===== config.mk =====
export PLATFORM = sky130hd
export DESIGN_NAME = instruction_fetch
export DESIGN_NICKNAME = d
export VERILOG_FILES = /design/src/rtl/instruction_fetch.sv
export SDC_FILE = /design/constraint.sdc
export NUM_CORES = 1
export LEC_CHECK = 0
export ABC_CLOCK_PERIOD_IN_PS = 2050
export BUFFER_PORTS_ARGS = -buffer_cell sky130_fd_sc_hd__buf_4
export CAP_MARGIN = 25
export CORE_UTILIZATION = 30
export DETAILED_ROUTE_END_ITERATION = 12
export GPL_TIMING_DRIVEN = 0
export SETUP_SLACK_MARGIN = 0.05
export SLEW_MARGIN = 20
export SYNTH_ARGS = -nofsm -noshare
export SYNTH_HDL_FRONTEND = slang
export SYNTH_SLANG_ARGS = --single-unit

===== constraint.sdc =====
create_clock -name clk -period 2.05 [get_ports clk]
set_input_delay 0.1025 -clock clk [delete_from_list [all_inputs] [get_ports clk]]
set_output_delay 0.1025 -clock clk [all_outputs]
set_load 0.005 [all_outputs]

===== src/rtl/instruction_fetch.sv =====
// Fetch stage: drives the instruction ROM address and captures its output into the IF/ID register.
// Define FETCH_COUNT_EN to add the saturating fetch_count output.
`timescale 1ns/1ps

module instruction_fetch #(
    parameter logic [15:0] RESET_PC    = 16'd1,
    parameter logic [4:0]  HALT_OPCODE = 5'b11010,
    parameter logic [8:0]  NOP_WORD    = 9'b0
) (
    input  logic        clk,
    input  logic        rst_n,
    output logic [15:0] pc,
    input  logic [8:0]  instruction,
    input  logic        id_ready,
    output logic        if_valid,
    output logic [8:0]  if_instr,
    output logic [15:0] if_pc,
    input  logic        redirect_valid,
    input  logic [15:0] redirect_pc,
    output logic        halted
`ifdef FETCH_COUNT_EN
    ,
    output logic [31:0] fetch_count
`endif
);

    typedef enum logic {
        FETCHING = 1'b0,
        HALTED   = 1'b1
    } fetch_state_t;

    fetch_state_t state, state_next;

    logic [15:0] pc_next;
    logic        valid_next;
    logic [8:0]  instr_next;
    logic [15:0] if_pc_next;
    logic        load;
    logic        is_halt;
    logic        capture;

    assign load    = !if_valid || id_ready;
    assign is_halt = (instruction[8:4] == HALT_OPCODE);
    assign halted  = (state == HALTED);

    always_ff @(posedge clk or negedge rst_n) begin
        if (!rst_n) begin
            state    <= FETCHING;
            pc       <= RESET_PC;
            if_valid <= 1'b0;
            if_instr <= NOP_WORD;
            if_pc    <= 16'd0;
        end else begin
            state    <= state_next;
            pc       <= pc_next;
            if_valid <= valid_next;
            if_instr <= instr_next;
            if_pc    <= if_pc_next;
        end
    end

    // Redirect beats halt, halt beats capture; anything left over is a stall that holds everything.
    always_comb begin
        state_next = state;
        pc_next    = pc;
        valid_next = if_valid;
        instr_next = if_instr;
        if_pc_next = if_pc;
        capture    = 1'b0;
        if (redirect_valid) begin
            pc_next    = redirect_pc;
            valid_next = 1'b0;
            instr_next = NOP_WORD;
            state_next = FETCHING;
        end else if (state == HALTED) begin
            if (id_ready) begin
                valid_next = 1'b0;
            end
        end else if (load) begin
            capture    = 1'b1;
            instr_next = instruction;
            if_pc_next = pc;
            valid_next = 1'b1;
            if (is_halt) begin
                state_next = HALTED;
            end else begin
                pc_next = pc + 16'd1;
            end
        end
    end

`ifdef FETCH_COUNT_EN
    always_ff @(posedge clk or negedge rst_n) begin
        if (!rst_n) begin
            fetch_count <= 32'd0;
        end else if (capture && (fetch_count != 32'hFFFF_FFFF)) begin
            fetch_count <= fetch_count + 32'd1;
        end
    end
`else
    logic unused_capture;
    assign unused_capture = capture;
`endif

endmodule


==> out/qor.csv, run 1 <==
metric,value,unit
cts_sinks,43,
status,"finished, violations left",
wire_per_inst,15.1,µm
synth_seq_cells,43,
min_period_over_period,87.5,%
synth_top_area_share,51.2,%
start_util,31.6,%
drv_slew,0,
yosys.area.top_type,dfrtp_1,
routabilityCongestion,0.867,
dr.first_iter.drc_count,129,
finClkSkew,0.00503,ns
post_cts_buffers,0,
first_pass_iters,8,
dp.cells,331,
htree_levels,2,
finalSetupTns,0,ns
drc_errors,5,
r2r_slack,0.26,ns
ys_top_cells_by_count,"dfrtp_1, mux2_2, nand2_1, o21ai_0",
leakage,0.00127,µW
grt_pass1_wl,8.74,mm
die_y,84.8,µm
nFillCells,644,
routed_wirelength,5.12,mm
syn_inst,184,
synth_area,0.00205,mm²
multi_input_area,890,µm²
crit_path_max_fanout,6,
clk_path_buf_depth,2,
gr-total-overflow,0,
root_buffer,clkbuf_8,
critPathLaunchType,flip-flop,
cp.arrival,2.00,ns
async_flop_share,100,%
final-setup-viol-count,0,
via_per_inst,5.10,
critPathKind,flip-flop to flip-flop,
max_freq,0.557,GHz
layout-drive-gt1-share,44.1,%
cp-end-kind,flip-flop,
cts_buffers,5,
nNetsFinal,292,
cts_tree,built,
coreArea,0.00649,mm²
pwr_density_cell,839,mW/mm²
synthTopCellsByArea,"dfrtp_1, mux2_2, a22o_1",
ys.flop_type,dfrtp_1,
grt_pass1_vias,1654,
yosysMostFrequentCell,dfrtp_1,
ios,72,
seqCellArea,0.00108,mm²
final_cell_count_no_fill,340,
syn_to_final_growth,36.9,%
maxSlewHeadroom,62.9,%
worstReg2RegStart,pc[0],
r2r_cells,5,
grt_max_degree,44,
antenna_found_initial,0,
die_width,84.8,µm
drv_cap,0,
clk-insertion-delay-late,0.31,ns
ant_nets,0,
cp-startpoint,pc[0],
grt_usage,15.5,%
endpoint,pc[13],
critPathRequiredTime,2.25,ns
rsz0062_at_grt,false,
rr_endpoint,pc[13],
violations,design-rule violations,
avgSynthCellArea,11.2,µm²
synth_edf_count,0,
holdCritPathClass,input pin to flip-flop,
synth-warning-count,0,
clkSlewWorstSetupHoldPaths,0.09,ns
dieArea,0.00718,mm²
routed-via-count,1733,
peakVddDrop,283,µV
portBuffers,70,
hold_viol,0,
period_minus_slack,1.79,ns
synth_nets,214,
n_antenna_cell,0,
synth-seq-area-share,52.4,%
synth.distinct_cells,42,
dp_hpwl,3.69,mm
rows,29,
worst_pin_slew,0.556,ns
routing by layer:
layer | share of wire (%) | global-route usage, % | up-vias
li1 | - | - | 849
met1 | 49 | 22.7 | 831
met2 | 44 | 22.7 | 46
met3 | 5.1 | 3.54 | 7
met4 | 1.2 | 5.08 | 0
met5 | 0 | 0 | -
cell usage in the layout, fill, tap and decap left out, types with 2 or more instances in the layout:
cell type  netlist  final
nor3_1           9      9
mux2_2          16     16
nand3_1          5      4
clkbuf_1         4      4
a22o_1           8      8
inv_1            4      4
o21ai_0         10     10
clkbuf_8         0      5
nor4_1           8      8
and3_1           4      4
buf_4            0     70
a21oi_1          9      9
buf_6            4      4
nand4_1          4      4
o21ba_2          2      2
o22ai_1          6      6
a22oi_1          5      5
dfrtp_1         42     42
nor2_1           5      5
or2_2            2      2
buf_2            3      3
nand2_1         10     10
and4_1           3      3
worst max-delay path, stage by stage, from the launching register on:
cell	delay, ns
dfstp_2	0.59
nand3_2	0.17
nor4_4	0.37
nor4b_1	0.26
a21oi_1	0.10
o21ba_2	0.20
per-stage QoR:
step                      hold WS [ns]  setup WS, ns  instance area, µm²  power (µW)  utilization [%]
after floorplan                 -0.193         0.326                2050        1360                -
after global placement           0.138         0.149                2680        1680             41.2
after detailed placement         0.138         0.145                2680        1690             41.2
after CTS                      0.00591         0.128                2800        2380             43.1
after global routing           0.00636         0.101                2810        2490             43.3
final                           0.0161         0.256                2810        2360             43.3
power by group:
group	switching [µW]	internal [µW]
clock network	322	363
logic	223	341
registers	127	984
worst min path at each step:
stage	end	cells after the start	startpoint	slack (ns)
detailed placement	if_pc[1]	1	rst_n	0.14
floorplan	halted	0	rst_n	-0.19
global placement	if_pc[1]	1	rst_n	0.14
CTS	if_instr[2]	2	instruction[2]	0.006
finish	if_instr[2]	2	instruction[2]	0.02
global route	if_instr[2]	2	instruction[2]	0.006
kinds of logic (layout without fill, tap and decap cells):
| logic type | count (synthesis) | count (layout) | synth area share (%) |
|---|---|---|---|
| simple gates | 58 | 58 | 16.4 |
| compound gates | 48 | 48 | 16.4 |
| flops | 43 | 43 | 52.4 |
| mux | 17 | 17 | 9.26 |
| buf+inv | 17 | 96 | 4.93 |
| fa+ha+maj | 1 | 1 | 0.609 |
flip-flops by register name, summed over array words and instances, names as in the netlist:
register / cells
if_pc: 16
pc: 16
if_instr: 9
halted: 1
if_valid: 1
layout make-up:
class | count | share of cell area (%)
flip-flops and latches | 43 | 38.3
multi-input cells | 124 | 31.6
repair buffers | 71 | 19.0
well taps | 77 | 3.43
plain buffers | 12 | 2.94
clock buffers | 5 | 2.45
clock inverters | 3 | 1.56
inverters | 5 | 0.667
repair_timing:
item	in CTS	in global routing
hold buffers	1	0
endpoints found under the hold margin	42	0
setup endpoints to repair	0	1
resized for setup	0	2
Note: power is estimated with default switching activity, not from simulation.
==> run 2: changes to the inputs <==
--- a/config.mk
+++ b/config.mk
@@ -11,6 +11,7 @@
 export CORE_UTILIZATION = 30
 export DETAILED_ROUTE_END_ITERATION = 12
 export GPL_TIMING_DRIVEN = 0
+export MAX_ROUTING_LAYER = met4
 export SETUP_SLACK_MARGIN = 0.05
 export SLEW_MARGIN = 20
 export SYNTH_ARGS = -nofsm -noshare
==> constraint.sdc (replaced) <==
create_clock -name clk -period 2.05 [get_ports clk]
set_input_delay 0.1025 -clock clk [delete_from_list [all_inputs] [get_ports clk]]
set_output_delay 0.1025 -clock clk [all_outputs]
set_load 0.1 [all_outputs]
==> run 2 against run 1 <==
  * The run still ends with design-rule violations left
  * Clock-buffer cell count is 2 higher
  * First-iteration DRC count shrank 44%
  * Sequential power hardly changed
  * Register-to-register slack worse by 0.09 ns
  * Critical path depth unchanged
  * Combinational power increased to 2.8 times the previous value
  * Routed wire length up 3.1%
==> out/qor.csv, run 2 (synthesized netlist as in run 1, its figures left out) <==
metric,value,unit
leakage,0.00125,µW
grt_pass1_vias,1729,
crit_path_max_fanout,6,
layout-drive-gt1-share,48.5,%
portBuffers,70,
pwr_density_cell,1170,mW/mm²
cp.arrival,2.08,ns
antenna_found_initial,0,
drv_slew,0,
finClkSkew,0.00812,ns
crit_slowest_cell,dfstp_4,
ant_nets,0,
worst_pin_slew,0.545,ns
max_freq,0.530,GHz
dieArea,0.00718,mm²
hold_viol,0,
post-route-cell-area,0.00283,mm²
cts_sinks,43,
clkSlewWorstSetupHoldPaths,0.08,ns
routabilityCongestion,0.864,
final_cell_mix,"buf_4, dfrtp_1, mux2_2",
critPathRequiredTime,2.24,ns
dr.first_iter.drc_count,72,
place_area,0.00270,mm²
routed-via-count,1799,
routed_wirelength,5.28,mm
crit_path_max_incr_delay,0.65,ns
clk-insertion-delay-late,0.30,ns
cp_top_family,simple AND/OR/NAND/NOR gates,
rsz0062_at_grt,true,
wire_per_inst,15.5,µm
nFillCells,641,
status,"finished, violations left",
mostFrequentLayoutCell,buf_4,
syn_to_final_growth,37.5,%
drc_errors,5,
rows,29,
root_buffer,clkbuf_8,
final-setup-viol-count,0,
drv_cap,0,
cp.depth,5,
n_antenna_cell,0,
cp-end-kind,flip-flop,
crit_buf_inv,0,
holdCritPathClass,input pin to flip-flop,
nNetsFinal,293,
clk_path_buf_depth,2,
via_per_inst,5.28,
min_period_over_period,92.0,%
period_minus_slack,1.89,ns
grt_pass1_wl,8.87,mm
grt_max_degree,44,
critPathKind,flip-flop to flip-flop,
dp_hpwl,3.77,mm
first_pass_iters,8,
critPathLaunchType,flip-flop,
coreArea,0.00649,mm²
post-route-util,43.5,%
cp_cell_sequence,"nand3_1, or2_2, nor4_1, a21oi_1, o21ba_2",
htree_levels,2,
r2r_slack,0.16,ns
reg_top3,"if_pc x16, pc x16, if_instr x9",
cts_buffers,5,
violations,design-rule violations,
ios,72,
cts_tree,built,
worstHoldPathCells,2,
die_width,84.8,µm
r2r_cells,5,
grt_usage,16.3,%
gr-total-overflow,0,
die_y,84.8,µm
start_util,31.6,%
peakVddDrop,633,µV
maxSlewHeadroom,63.7,%
## run 2: changes by cell type in the layout (fill, tap and decap cells not counted), sizes merged
cell      delta
clkinvlp     +1
buf          +1
clkinv       -2
clkbuf       +2
bufinv       -1
## run 2: through the flow
step / hold WS [ns] / power, µW / std cells / setup TNS (ns) / setup WS, ns
finish: 0.0214 / 3310 / 341 / 0 / 0.164
global route: 0.00985 / 3460 / 341 / 0 / 0.0222
CTS: 0.00941 / 3340 / 340 / 0 / 0.0605
detailed placement: 0.134 / 2720 / 331 / 0 / 0.0613
global placement: 0.139 / 2710 / 331 / 0 / 0.0906
floorplan: -0.193 / 2350 / 184 / -0.0409 / -0.0409
## run 2: path summary, 6_finish.rpt
kind	from	endpoint
worst max-delay path	pc[0]	pc[9]
min in group asynchronous	rst_n	if_pc[7]
max in group asynchronous	rst_n	halted
worst min register to register	halted	if_valid
worst min-delay path	instruction[2]	if_instr[2]
worst max register to register	pc[0]	pc[9]
## run 2: timing repair
action,4_1_cts,5_1_grt
buffers inserted,0,1
resized for setup,0,1
hold buffers,1,0
endpoints found under the setup margin,0,1
hold endpoints to repair,42,0
## run 2: final cells by class
class | count | area, µm² | area share, %
Sequential cell | 43 | 1100 | 38.8
Tap cell | 77 | 96.3 | 3.41
Timing Repair Buffer | 72 | 543 | 19.2
Multi-Input combinational cell | 124 | 885 | 31.3
Inverter | 5 | 18.8 | 0.664
Clock buffer | 7 | 96.3 | 3.41
Clock inverter | 1 | 7.51 | 0.266
Buffer | 12 | 82.6 | 2.92
## run 2: report_power, final
group          internal [µW]  total (µW)  switching (µW)  leakage (µW)
clock                    307         604             297     0.0000505
combinational            355        1580            1230      0.000697
sequential               992        1120             127      0.000504
## run 2: worst reg2reg max path: cells and delay by family, from the launching register on
kind | cells | cell delay [ns]
AO/OA/AOI/OAI | 2 | 0.30
flip-flops | 1 | 0.65
AND/OR/NAND/NOR | 3 | 0.84
## run 2: routing by layer
layer	vias to the layer above	GRT usage [%]	wire, µm
li1	857	-	-
met1	873	23.2	2570
met2	59	22.5	2330
met3	10	4.03	289
met4	0	5.55	92
met5	-	-	0
==> run 3: changes to the inputs <==
--- a/config.mk
+++ b/config.mk
@@ -12,7 +12,7 @@
 export DETAILED_ROUTE_END_ITERATION = 12
 export GPL_TIMING_DRIVEN = 0
 export MAX_ROUTING_LAYER = met4
-export SETUP_SLACK_MARGIN = 0.05
+export SETUP_SLACK_MARGIN = 0.2
 export SLEW_MARGIN = 20
 export SYNTH_ARGS = -nofsm -noshare
 export SYNTH_HDL_FRONTEND = slang
==> run 3 against run 2 <==
  * The run still ends with design-rule violations left
  * Largest cell class unchanged
  * Worst hold slack worse by 0.0045 ns
  * Power is 0.49% higher
  * Non-clock buffer count fell by 1
  * Register-to-register slack gained 0.14 ns
  * Combinational power about the same
  * Utilization grew 0.46 points
  * Critical path type unchanged
  * Critical endpoint is now pc[13]
==> out/qor.csv, run 3 (synthesized netlist as in run 1, its figures left out) <==
metric,value,unit
routed_wirelength,5.16,mm
finalSetupTns,0,ns
cp_cell_sequence,"nand3_2, nor4_2, nor4b_2, a21oi_1, o21ba_2",
cts_tree,built,
post-route-cell-area,0.00286,mm²
period_minus_slack,1.75,ns
clkSlewWorstSetupHoldPaths,0.08,ns
gr-total-overflow,0,
cp.depth,5,
worst_pin_slew,0.557,ns
drv_cap,0,
mostFrequentLayoutCell,buf_4,
first_pass_iters,8,
holdCritPathClass,input pin to flip-flop,
routabilityCongestion,0.866,
final-setup-viol-count,0,
cts_buffers,5,
top_usage_layer,met2,
layout-drive-gt1-share,51.3,%
reg_top3,"if_pc x16, pc x16, if_instr x9",
coreArea,0.00649,mm²
switching_share,49.7,%
dp.cells,331,
ant_nets,0,
cp_top_family,simple AND/OR/NAND/NOR gates,
leakage,0.00125,µW
dieArea,0.00718,mm²
drc_errors,4,
root_buffer,clkbuf_8,
dp_hpwl,3.71,mm
rr_endpoint,pc[13],
grt_pass1_wl,8.47,mm
violations,design-rule violations,
fin_ws,0.301,ns
maxSlewHeadroom,62.9,%
cp.arrival,1.95,ns
finClkSkew,0.00422,ns
worstHoldPathCells,2,
crit_buf_inv,0,
intPower,1670,µW
worstReg2RegStart,pc[0],
power_frac_clock,18.3,%
grt_usage,15.4,%
combPwrFrac,47.7,%
use_met1,21.0,%
max_freq,0.572,GHz
worstHoldStart,instruction[3],
final_cell_count_no_fill,340,
post-place-ws,0.225,ns
rsz0062_at_grt,true,
clk_path_buf_depth,2,
htree_levels,2,
n_antenna_cell,0,
portBuffers,70,
antenna_found_initial,0,
crit_path_max_fanout,6,
wire_per_inst,15.2,µm
start_util,31.6,%
critPathKind,flip-flop to flip-flop,
syn_to_final_growth,39.0,%
whs_endpoint,if_instr[3],
hold_viol,0,
r2r_slack,0.30,ns
p_switching,1650,µW
min_period_over_period,85.3,%
critPathLaunchType,flip-flop,
pwr_density_cell,1160,mW/mm²
peakVddDrop,500,µV
nNetsFinal,292,
drv_slew,0,
clk-insertion-delay-late,0.30,ns
gr-usage-met3,4.72,%
via_per_inst,5.19,
dr.first_iter.drc_count,63,
status,"finished, violations left",
ios,72,
rows,29,
place_area,0.00273,mm²
critPathRequiredTime,2.25,ns
final_cell_mix,"buf_4, dfrtp_1, mux2_2",
cp-end-kind,flip-flop,
die_width,84.8,µm
routed-via-count,1764,
nFillCells,634,
crit_path_max_incr_delay,0.65,ns
r2r_cells,5,
die_y,84.8,µm
cts_sinks,43,
grt_pass1_vias,1687,
use_met2,22.4,%
power_frac_seq,34.0,%
crit_slowest_cell,dfstp_4,
grt_max_degree,44,
run 3: area by class of cell:
class                   count  area (µm²)  area share, %
well taps                  77        96.3           3.37
flip-flops and latches     43        1110           39.0
multi-input cells         124         897           31.4
clock buffers               8         100           3.51
inverters                   5        18.8          0.657
repair buffers             71         536           18.8
plain buffers              12        93.8           3.29
run 3: layer usage:
metal,share of wire [%],vias up
met5,0,-
met4,0.93,0
met3,5.5,6
met2,46,51
met1,48,858
li1,-,849
run 3: what timing repair did:
item                                    4_1_cts  5_1_grt
gates resized for setup                       0        6
hold buffers                                  1        0
buffers inserted                              0        0
hold endpoints to repair                     42        0
endpoints found under the setup margin        0       15
run 3: how the worst max path moves through the flow:
| stage | startpoint | endpoint | slack [ns] |
|---|---|---|---|
| 2_1_floorplan | pc[0] | pc[6] | 0.15 |
| 3_3_place_gp | if_valid | pc[3] | 0.26 |
| 3_5_place_dp | if_valid | pc[3] | 0.22 |
| 4_1_cts | if_valid | pc[3] | 0.21 |
| 5_1_grt | pc[0] | pc[13] | 0.18 |
| 6_report | pc[0] | pc[13] | 0.30 |
run 3: power by group through the flow:
stage | registers (µW) | logic (µW) | clock network, µW
after floorplan | 2120 | 249 | 0
after global placement | 1140 | 1580 | 0
after detailed placement | 1150 | 1590 | 0
after CTS | 1130 | 1590 | 626
after global routing | 1160 | 1640 | 663
final | 1130 | 1580 | 608
run 3: per-stage QoR:
stage	power, µW	hold WS, ns	utilization (%)
detailed placement	2740	0.137	42.1
floorplan	2370	-0.193	-
global route	3460	0.0149	44.0
finish	3320	0.0169	44.0
global placement	2730	0.138	42.1
CTS	3350	0.0111	43.8
